--- config.mk ---
export PLATFORM = sky130hd
export DESIGN_NAME = lsu_port
export DESIGN_NICKNAME = d
export VERILOG_FILES = /design/src/rtl/lsu_port.sv
export SDC_FILE = /design/constraint.sdc
export NUM_CORES = 1
export LEC_CHECK = 0
export ABC_AREA = 1
export CAP_MARGIN = 40
export CORE_MARGIN = 2
export CORE_UTILIZATION = 49
export CTS_BUF_LIST = sky130_fd_sc_hd__clkbuf_2
export DETAILED_ROUTE_END_ITERATION = 7
export PLACE_DENSITY = 0.83
export RECOVER_POWER = 25
export SLEW_MARGIN = 20
export SYNTH_ARGS = -nofsm -noshare
export SYNTH_HDL_FRONTEND = slang
export SYNTH_SLANG_ARGS = --single-unit
--- constraint.sdc ---
create_clock -name clk -period 4.9 [get_ports clk]
set_input_delay 1.47 -clock clk [delete_from_list [all_inputs] [get_ports clk]]
set_output_delay 1.47 -clock clk [all_outputs]
set_load 0.005 [all_outputs]
--- src/rtl/lsu_port.sv ---
`default_nettype none
// ----------------------------------------------------------------------------
// lsu_port: single-outstanding load/store unit bridging a CPU port to a word bus
// Rev 1.0
// ----------------------------------------------------------------------------
module lsu_port #(
  parameter int unsigned MAX_WAIT = 255
) (
  input  logic        clk,
  input  logic        reset,
  input  logic        req_valid,
  output logic        req_ready,
  input  logic        req_we,
  input  logic [2:0]  req_op,
  input  logic [31:0] req_addr,
  input  logic [31:0] req_wdata,
  output logic        resp_valid,
  output logic [31:0] resp_rdata,
  output logic [1:0]  resp_err,
  output logic        mem_req,
  input  logic        mem_gnt,
  output logic        mem_we,
  output logic [31:0] mem_addr,
  output logic [3:0]  mem_be,
  output logic [31:0] mem_wdata,
  input  logic        mem_rvalid,
  input  logic [31:0] mem_rdata
);

  localparam logic [15:0] WAIT_LIMIT = 16'(MAX_WAIT);

  localparam logic [2:0] OP_W  = 3'd0;
  localparam logic [2:0] OP_HS = 3'd1;
  localparam logic [2:0] OP_HU = 3'd2;
  localparam logic [2:0] OP_BS = 3'd3;
  localparam logic [2:0] OP_BU = 3'd4;

  localparam logic [1:0] ERR_OK      = 2'b00;
  localparam logic [1:0] ERR_ALIGN   = 2'b01;
  localparam logic [1:0] ERR_TIMEOUT = 2'b10;
  localparam logic [1:0] ERR_ILLEGAL = 2'b11;

  typedef enum logic [1:0] {
    S_IDLE = 2'd0,
    S_REQ  = 2'd1,
    S_WAIT = 2'd2,
    S_RESP = 2'd3
  } state_t;

  state_t      state, state_nxt;
  logic [31:0] addr_q, wdata_q;
  logic        we_q;
  logic [2:0]  op_q;
  logic [15:0] cnt_q, cnt_nxt, cnt_inc;
  logic [31:0] rdata_q, rdata_nxt;
  logic [1:0]  err_q, err_nxt;

  logic        accept, illegal, misaligned, timeout;
  logic [7:0]  lane_byte;
  logic [15:0] lane_half;
  logic [31:0] load_data;

  assign accept  = (state == S_IDLE) && req_valid;
  assign illegal = (req_op > OP_BU);
  assign cnt_inc = cnt_q + 16'd1;
  assign timeout = (cnt_inc == WAIT_LIMIT);

  always_comb begin
    misaligned = 1'b0;
    case (req_op)
      OP_W:         misaligned = (req_addr[1:0] != 2'b00);
      OP_HS, OP_HU: misaligned = req_addr[0];
      default:      misaligned = 1'b0;
    endcase
  end

  // Lane selection uses the registered address; bus data is only looked at in WAIT
  always_comb begin
    lane_byte = 8'h00;
    case (addr_q[1:0])
      2'd0:    lane_byte = mem_rdata[7:0];
      2'd1:    lane_byte = mem_rdata[15:8];
      2'd2:    lane_byte = mem_rdata[23:16];
      default: lane_byte = mem_rdata[31:24];
    endcase
    lane_half = addr_q[1] ? mem_rdata[31:16] : mem_rdata[15:0];
    load_data = 32'h0;
    case (op_q)
      OP_W:    load_data = mem_rdata;
      OP_HS:   load_data = {{16{lane_half[15]}}, lane_half};
      OP_HU:   load_data = {16'h0000, lane_half};
      OP_BS:   load_data = {{24{lane_byte[7]}}, lane_byte};
      OP_BU:   load_data = {24'h000000, lane_byte};
      default: load_data = 32'h0;
    endcase
  end

  always_comb begin
    state_nxt = state;
    cnt_nxt   = cnt_q;
    rdata_nxt = rdata_q;
    err_nxt   = err_q;
    case (state)
      S_IDLE: begin
        if (accept) begin
          if (illegal) begin
            state_nxt = S_RESP;
            err_nxt   = ERR_ILLEGAL;
            rdata_nxt = 32'h0;
          end else if (misaligned) begin
            state_nxt = S_RESP;
            err_nxt   = ERR_ALIGN;
            rdata_nxt = 32'h0;
          end else begin
            state_nxt = S_REQ;
            cnt_nxt   = 16'h0;
          end
        end
      end
      S_REQ: begin
        cnt_nxt = cnt_inc;
        if (timeout) begin
          state_nxt = S_RESP;
          err_nxt   = ERR_TIMEOUT;
          rdata_nxt = 32'h0;
        end else if (mem_gnt) begin
          state_nxt = S_WAIT;
        end
      end
      S_WAIT: begin
        cnt_nxt = cnt_inc;
        // A response arriving on the limit cycle still completes successfully
        if (mem_rvalid) begin
          state_nxt = S_RESP;
          err_nxt   = ERR_OK;
          rdata_nxt = we_q ? 32'h0 : load_data;
        end else if (timeout) begin
          state_nxt = S_RESP;
          err_nxt   = ERR_TIMEOUT;
          rdata_nxt = 32'h0;
        end
      end
      S_RESP:  state_nxt = S_IDLE;
      default: state_nxt = S_IDLE;
    endcase
  end

  always_ff @(posedge clk or posedge reset) begin
    if (reset) begin
      state   <= S_IDLE;
      addr_q  <= 32'h0;
      wdata_q <= 32'h0;
      we_q    <= 1'b0;
      op_q    <= 3'd0;
      cnt_q   <= 16'h0;
      rdata_q <= 32'h0;
      err_q   <= ERR_OK;
    end else begin
      state   <= state_nxt;
      cnt_q   <= cnt_nxt;
      rdata_q <= rdata_nxt;
      err_q   <= err_nxt;
      if (accept) begin
        addr_q  <= req_addr;
        wdata_q <= req_wdata;
        we_q    <= req_we;
        op_q    <= req_op;
      end
    end
  end

  assign req_ready  = (state == S_IDLE);
  assign resp_valid = (state == S_RESP);
  assign resp_rdata = rdata_q;
  assign resp_err   = err_q;
  assign mem_req    = (state == S_REQ);
  assign mem_we     = mem_req & we_q;
  assign mem_addr   = {addr_q[31:2], 2'b00};

  always_comb begin
    mem_be    = 4'b0000;
    mem_wdata = wdata_q;
    case (op_q)
      OP_W: begin
        mem_be    = 4'b1111;
        mem_wdata = wdata_q;
      end
      OP_HS, OP_HU: begin
        mem_be    = addr_q[1] ? 4'b1100 : 4'b0011;
        mem_wdata = {2{wdata_q[15:0]}};
      end
      OP_BS, OP_BU: begin
        mem_be    = 4'b0001 << addr_q[1:0];
        mem_wdata = {4{wdata_q[7:0]}};
      end
      default: begin
        mem_be    = 4'b0000;
        mem_wdata = wdata_q;
      end
    endcase
    if (!mem_req) mem_be = 4'b0000;
  end

endmodule
`default_nettype wire

Yosys cells after proc, flatten, opt, wreduce, memory -nomap -nowiden
Cells that the tools add are included.
{ "word_totals": {"regBits": 120, "out_inout_bits": 106, "elab_cells": 78, "in_bits": 105} }
{ "op_classes": {"n_mux": 33, "magnitude_cmp": 1, "n_eq_ne": 18, "bitwise": 1, "n_shift": 1, "reduce_logical": 15, "add_sub_neg": 1} }
{ "ops": {"columns": ["op", "count"], "rows": [
  ["2-to-1 mux 32 bit", 6],
  ["one-hot mux 32 bit (5 select lines)", 1],
  ["one-hot mux 32 bit (3 select lines)", 1],
  ["2-to-1 mux 16 bit", 4],
  ["one-hot mux 32 bit (2 select lines)", 1],
  ["one-hot mux 16 bit (2 select lines)", 1],
  ["2-to-1 mux 2 bit", 12],
  ["one-hot mux 8 bit (3 select lines)", 1],
  ["adder 16 x 1 -> 16 bit, second input constant", 1],
  ["== test 16 x 8 -> 1 bit, second input constant", 1],
  ["one-hot mux 4 bit (3 select lines)", 1],
  ["== test 3 x 2 -> 1 bit, second input constant", 3],
  ["2-to-1 mux 4 bit", 2],
  ["one-hot mux 2 bit (4 select lines)", 1],
  ["OR reduction 2 bit", 4],
  ["== test 2 bit, second input constant", 3],
  ["== test 3 x 1 -> 1 bit, second input constant", 2],
  ["zero test 3 bit", 2],
  ["inequality test 3 x 1 -> 1 bit, second input constant", 2],
  ["one-hot mux 2 bit (3 select lines)", 1],
  ["AND reduction 3 bit", 2],
  ["== test 2 x 1 -> 1 bit, second input constant", 2],
  ["zero test 2 bit", 2],
  ["inequality test 2 bit, second input constant", 2],
  ["11 further kinds", 12]
]} }

Longest topological paths before layout
{ "logic_depth": {"word_depth": 7, "depth_mapped": 16, "ltp_nobuf": 16} }

Worst setup path before layout
Ideal clock, no wire load.
{ "synth_path": {"kind": "register to output", "from": "reg op_q[1]", "to": "out mem_wdata[10]", "path_buffers": 1, "required_ns": 3.430, "path_stages_with_launch": 8, "slack_ns": 1.994, "arrival_ns": 1.436, "cell_sequence": "dfrtp_1 nor2_1 nor2_1 nor2_4 inv_2 nand2_1 clkbuf_1 o21ai_0"} }
{ "synth_via": {"elab_chain_len": 3, "word_cells_on_any_way": 7, "cone_classes": "4 x eq/ne; 1 x mux; 2 x reduce/logical"} }
{ "synth_lines": {"columns": ["element", "line", "rtl"], "rows": [
  ["start: declaration", "53", "logic [2:0] op_q;"],
  ["start signal: assignment", "167", "op_q <= req_op;"],
  ["== test 3 x 2 -> 1 bit, or another cell as far along", "183", "case (op_q)"],
  ["OR reduction 2 bit", "183", null],
  ["one-hot mux 32 bit (2 select lines) (*)", "183", null],
  ["end: declaration", "25", "output logic [31:0] mem_wdata,"]
]} }
Mark *: on every way between the ends. The rest lies on a longest branch, timed or not.

Worst setup path in the final report
{ "layout_path": {"from": "reg op_q[0]", "to": "out mem_be[2]"} }
{ "layout_via": {"elab_chain_len": 4, "word_cells_on_any_way": 9, "cone_classes": "4 x eq/ne; 2 x mux; 3 x reduce/logical"} }
{ "layout_lines": {"columns": ["element", "line", "rtl"], "rows": [
  ["== test 3 x 2 -> 1 bit, or another cell as far along", "183", null],
  ["OR reduction 2 bit", "183", null],
  ["one-hot mux 4 bit (3 select lines) (*)", "183", null],
  ["2-to-1 mux 4 bit (*)", "201", "if (!mem_req) mem_be = 4'b0000;"],
  ["end: declaration", "24", "output logic [3:0] mem_be,"]
]} }
Marks and branches as above.

==> metrics.txt <==
global-route wire length before repair=30,200 um; mux contribution to synthesized area=0.0966; Core Region=13,900 um^2; Post CTS Setup Buffer Count=0; XOR/XNOR share of the synthesized area=0.00250; post-route minimum period=~4600 ps; Pins Over Slew Limit=between 50 and 60; Setup WS pre-CTS=approximately 950 ps; adder-cell share of the synthesized area=0.0107; Post-Syn Area=around 7000 um^2; post-DP HPWL=around 14,000 um; final wirelength=19,000 um; TritonCTS buffer count=17; critical path launch point=op_q[0]; I/O pins=211; library cells used by synthesis=38; GRT Total Usage=0.258; Pleak=approximately 4.3 nW; sequential fraction of the synthesis area=0.429; Fin Setup TNS=0 ps; Crit. End Element=output pin; RR Startpoint=state[1]; Startpoint Class=register; htree depth=4; register cell area after layout=about 3000 um^2; violated checks=capacitance limit, slew limit; Final Hold Viols=0; Initial DRT Pass Iterations=5; Synth Warn #=0; DRT iter0 DRCs=about 570; Vias/cell=5.23; number of global-route vias before repair=around 6,200; complex-gate fraction of the synthesized area=0.102; CTS tree=yes; cell count after synthesis=877; starting density of the core=0.502; die width=~120 um; drt drc=0; Max Fanout on Critical Path=12; RSZ-0062 raised after global routing=false; actual slew at the worst max-slew pin=2610 ps; VDD IR max=roughly 0.48 mV; Filler Cells Inserted=about 1,200; routed vias=6,478; clk slew on worst S/H paths=approximately 210 ps; clk root buf=clkbuf_2; area occupied by multi-input gates=3270 um^2; crit path to=mem_be[2]; layout cells sized above 1=0.137; Worst Reg-to-Reg Cells=8; Max-slew headroom=-0.740; final net count=1,155; post-synthesis simple-gate area fraction=0.253; clk sinks=120; outcome=finished, violations left; Max Cap Viol=1; slack of the critical path=263 ps; initial antenna violation count=1; fmax=roughly 220 MHz; GRT overflow=0; Worst-Skew Late Latency=around 740 ps; CTS Buffer Depth=2; worst hold margin=531 ps; worst path required time=about 3400 ps; final setup skew=between 20 and 30 ps; # hold bufs at CTS=0; pin count of the biggest net entering global routing=slightly below 60; largest family of logic cells by synthesized area=simple AND/OR/NAND/NOR gates; die height=between 100 and 150 um; Hold Path Class=reg -> reg; Rows=43; Synth Area per Inst=about 8.0 um^2; full die area=15,200 um^2; post_cts resized=0; CP Class=reg -> out; Antenna Nets Post-Route=0; setup violators final=0; worst endpoint data arrival time=approximately 3200 ps; flop2flop setup slack=~2500 ps; Placer Congestion=0.968; routed len/inst=roughly 15 um; PD cells=about 570 nW/um^2; register bit total from synthesis=120; fin crit share=0.946; Syn-to-layout area delta=31.3%; Reg-to-Reg End=cnt_q[6]; # port buffers=208
## power by group
part / total [W] / internal (W) / switching [W]
Sequential: 0.00157 / 0.00132 / 0.000246
Combinational: 0.00308 / 0.00151 / 0.00157
Clock: 0.000620 / 0.000193 / 0.000428
Total: 0.00527 / 0.00303 / 0.00224
## per-layer routing
layer	wire [um]	track usage	part of all wire	vias to the layer above
met5	0	0	0	-
met4	308	0.0930	0.016	0
met3	2020	0.0839	0.11	26
met2	8980	0.409	0.47	304
met1	7730	0.330	0.41	3028
li1	-	-	-	3120
## worst min-delay path by stage
stage	from	to	depth (start not counted)
2_1_floorplan	wdata_q[16]	wdata_q[16]	1
3_3_place_gp	wdata_q[19]	wdata_q[19]	1
3_5_place_dp	wdata_q[20]	wdata_q[20]	1
4_1_cts	wdata_q[20]	wdata_q[20]	1
5_1_grt	wdata_q[21]	wdata_q[21]	1
6_report	wdata_q[20]	wdata_q[20]	1
## registers in the layout, summed over array words and instances (netlist names)
signal	count
resp_err	2
wdata_q	32
op_q	3
we_q	1
state	2
addr_q	32
resp_rdata	32
cnt_q	16
## worst max-delay path: stages, from the launching register on
cell and delay (ps):
dfrtp_1 470, nor2_1 150, nor2_1 100, nor2_4 230
inv_2 180, o31ai_2 520, o21ai_0 210, inv_1 90
clkdlybuf4s50_1 500
## stage by stage
stage | instance area, um^2 | cells | util | power [W]
floorplan | 7000 | 878 | - | 0.00340
global placement | 8900 | 1201 | 0.639 | 0.00455
detailed placement | 8960 | 1204 | 0.643 | 0.00463
CTS | 9190 | 1236 | 0.660 | 0.00527
global route | 9190 | 1238 | 0.659 | 0.00567
finish | 9190 | 1238 | 0.659 | 0.00527
## cell type report
class,count,share of cell area
clock buffer,17,0.00926
antenna,1,0.000272
clock inverter,15,0.0154
tap,180,0.0245
multi-input combinational,611,0.356
sequential,120,0.327
timing repair buffer,217,0.236
inverter,77,0.0316
## cell usage after synthesis, drive strengths merged
| master | number | area share |
|---|---|---|
| o22ai | 9 | 0.0081 |
| dfrtp | 120 | 0.43 |
| xnor2 | 1 | 0.0013 |
| buf | 50 | 0.053 |
| ha | 6 | 0.011 |
| clkinv | 1 | 0.00054 |
| o221ai | 1 | 0.0013 |
| nor2 | 54 | 0.038 |
| o31ai | 1 | 0.0018 |
| nand3b | 2 | 0.0021 |
| mux2 | 60 | 0.097 |
| o211ai | 2 | 0.0021 |
| o21ai | 67 | 0.050 |
| o21a | 1 | 0.0011 |
| nand2 | 308 | 0.17 |
| xor2 | 1 | 0.0013 |
| a22o | 2 | 0.0025 |
| a21oi | 40 | 0.029 |
| clkbuf | 20 | 0.011 |
| inv | 76 | 0.041 |
| nor3 | 4 | 0.0036 |
| a22oi | 5 | 0.0061 |
| conb | 1 | 0.00054 |
| nand4 | 6 | 0.0054 |
| nand3 | 39 | 0.031 |
## cell families (layout without fill, tap and decap cells)
kind of cell | after synthesis | count (layout)
mux | 60 | 60
other cells | 1 | 3
flops | 120 | 120
buf+inv | 147 | 326
simple gates | 413 | 413
compound gates | 128 | 128
fa+ha+maj | 6 | 6
xor+xnor | 2 | 2
## cells in the final DEF, fill, tap and decap left out, drive strengths merged, types with 2 or more instances in the layout
cell type      netlist  final
a21oi               40     40
a22o                 2      2
a22oi                5      5
buf                 50      7
clkbuf              20     18
clkdlybuf4s50        0    207
clkinv               1      6
clkinvlp             0      4
conb                 1      2
dfrtp              120    120
ha                   6      6
inv                 76     81
mux2                60     60
nand2              308    308
nand3               39     39
nand3b               2      2
nand4                6      6
nor2                54     54
nor3                 4      4
o211ai               2      2
o21ai               67     67
o22ai                9      9
No activity file was read; power rests on OpenSTA's default activity.
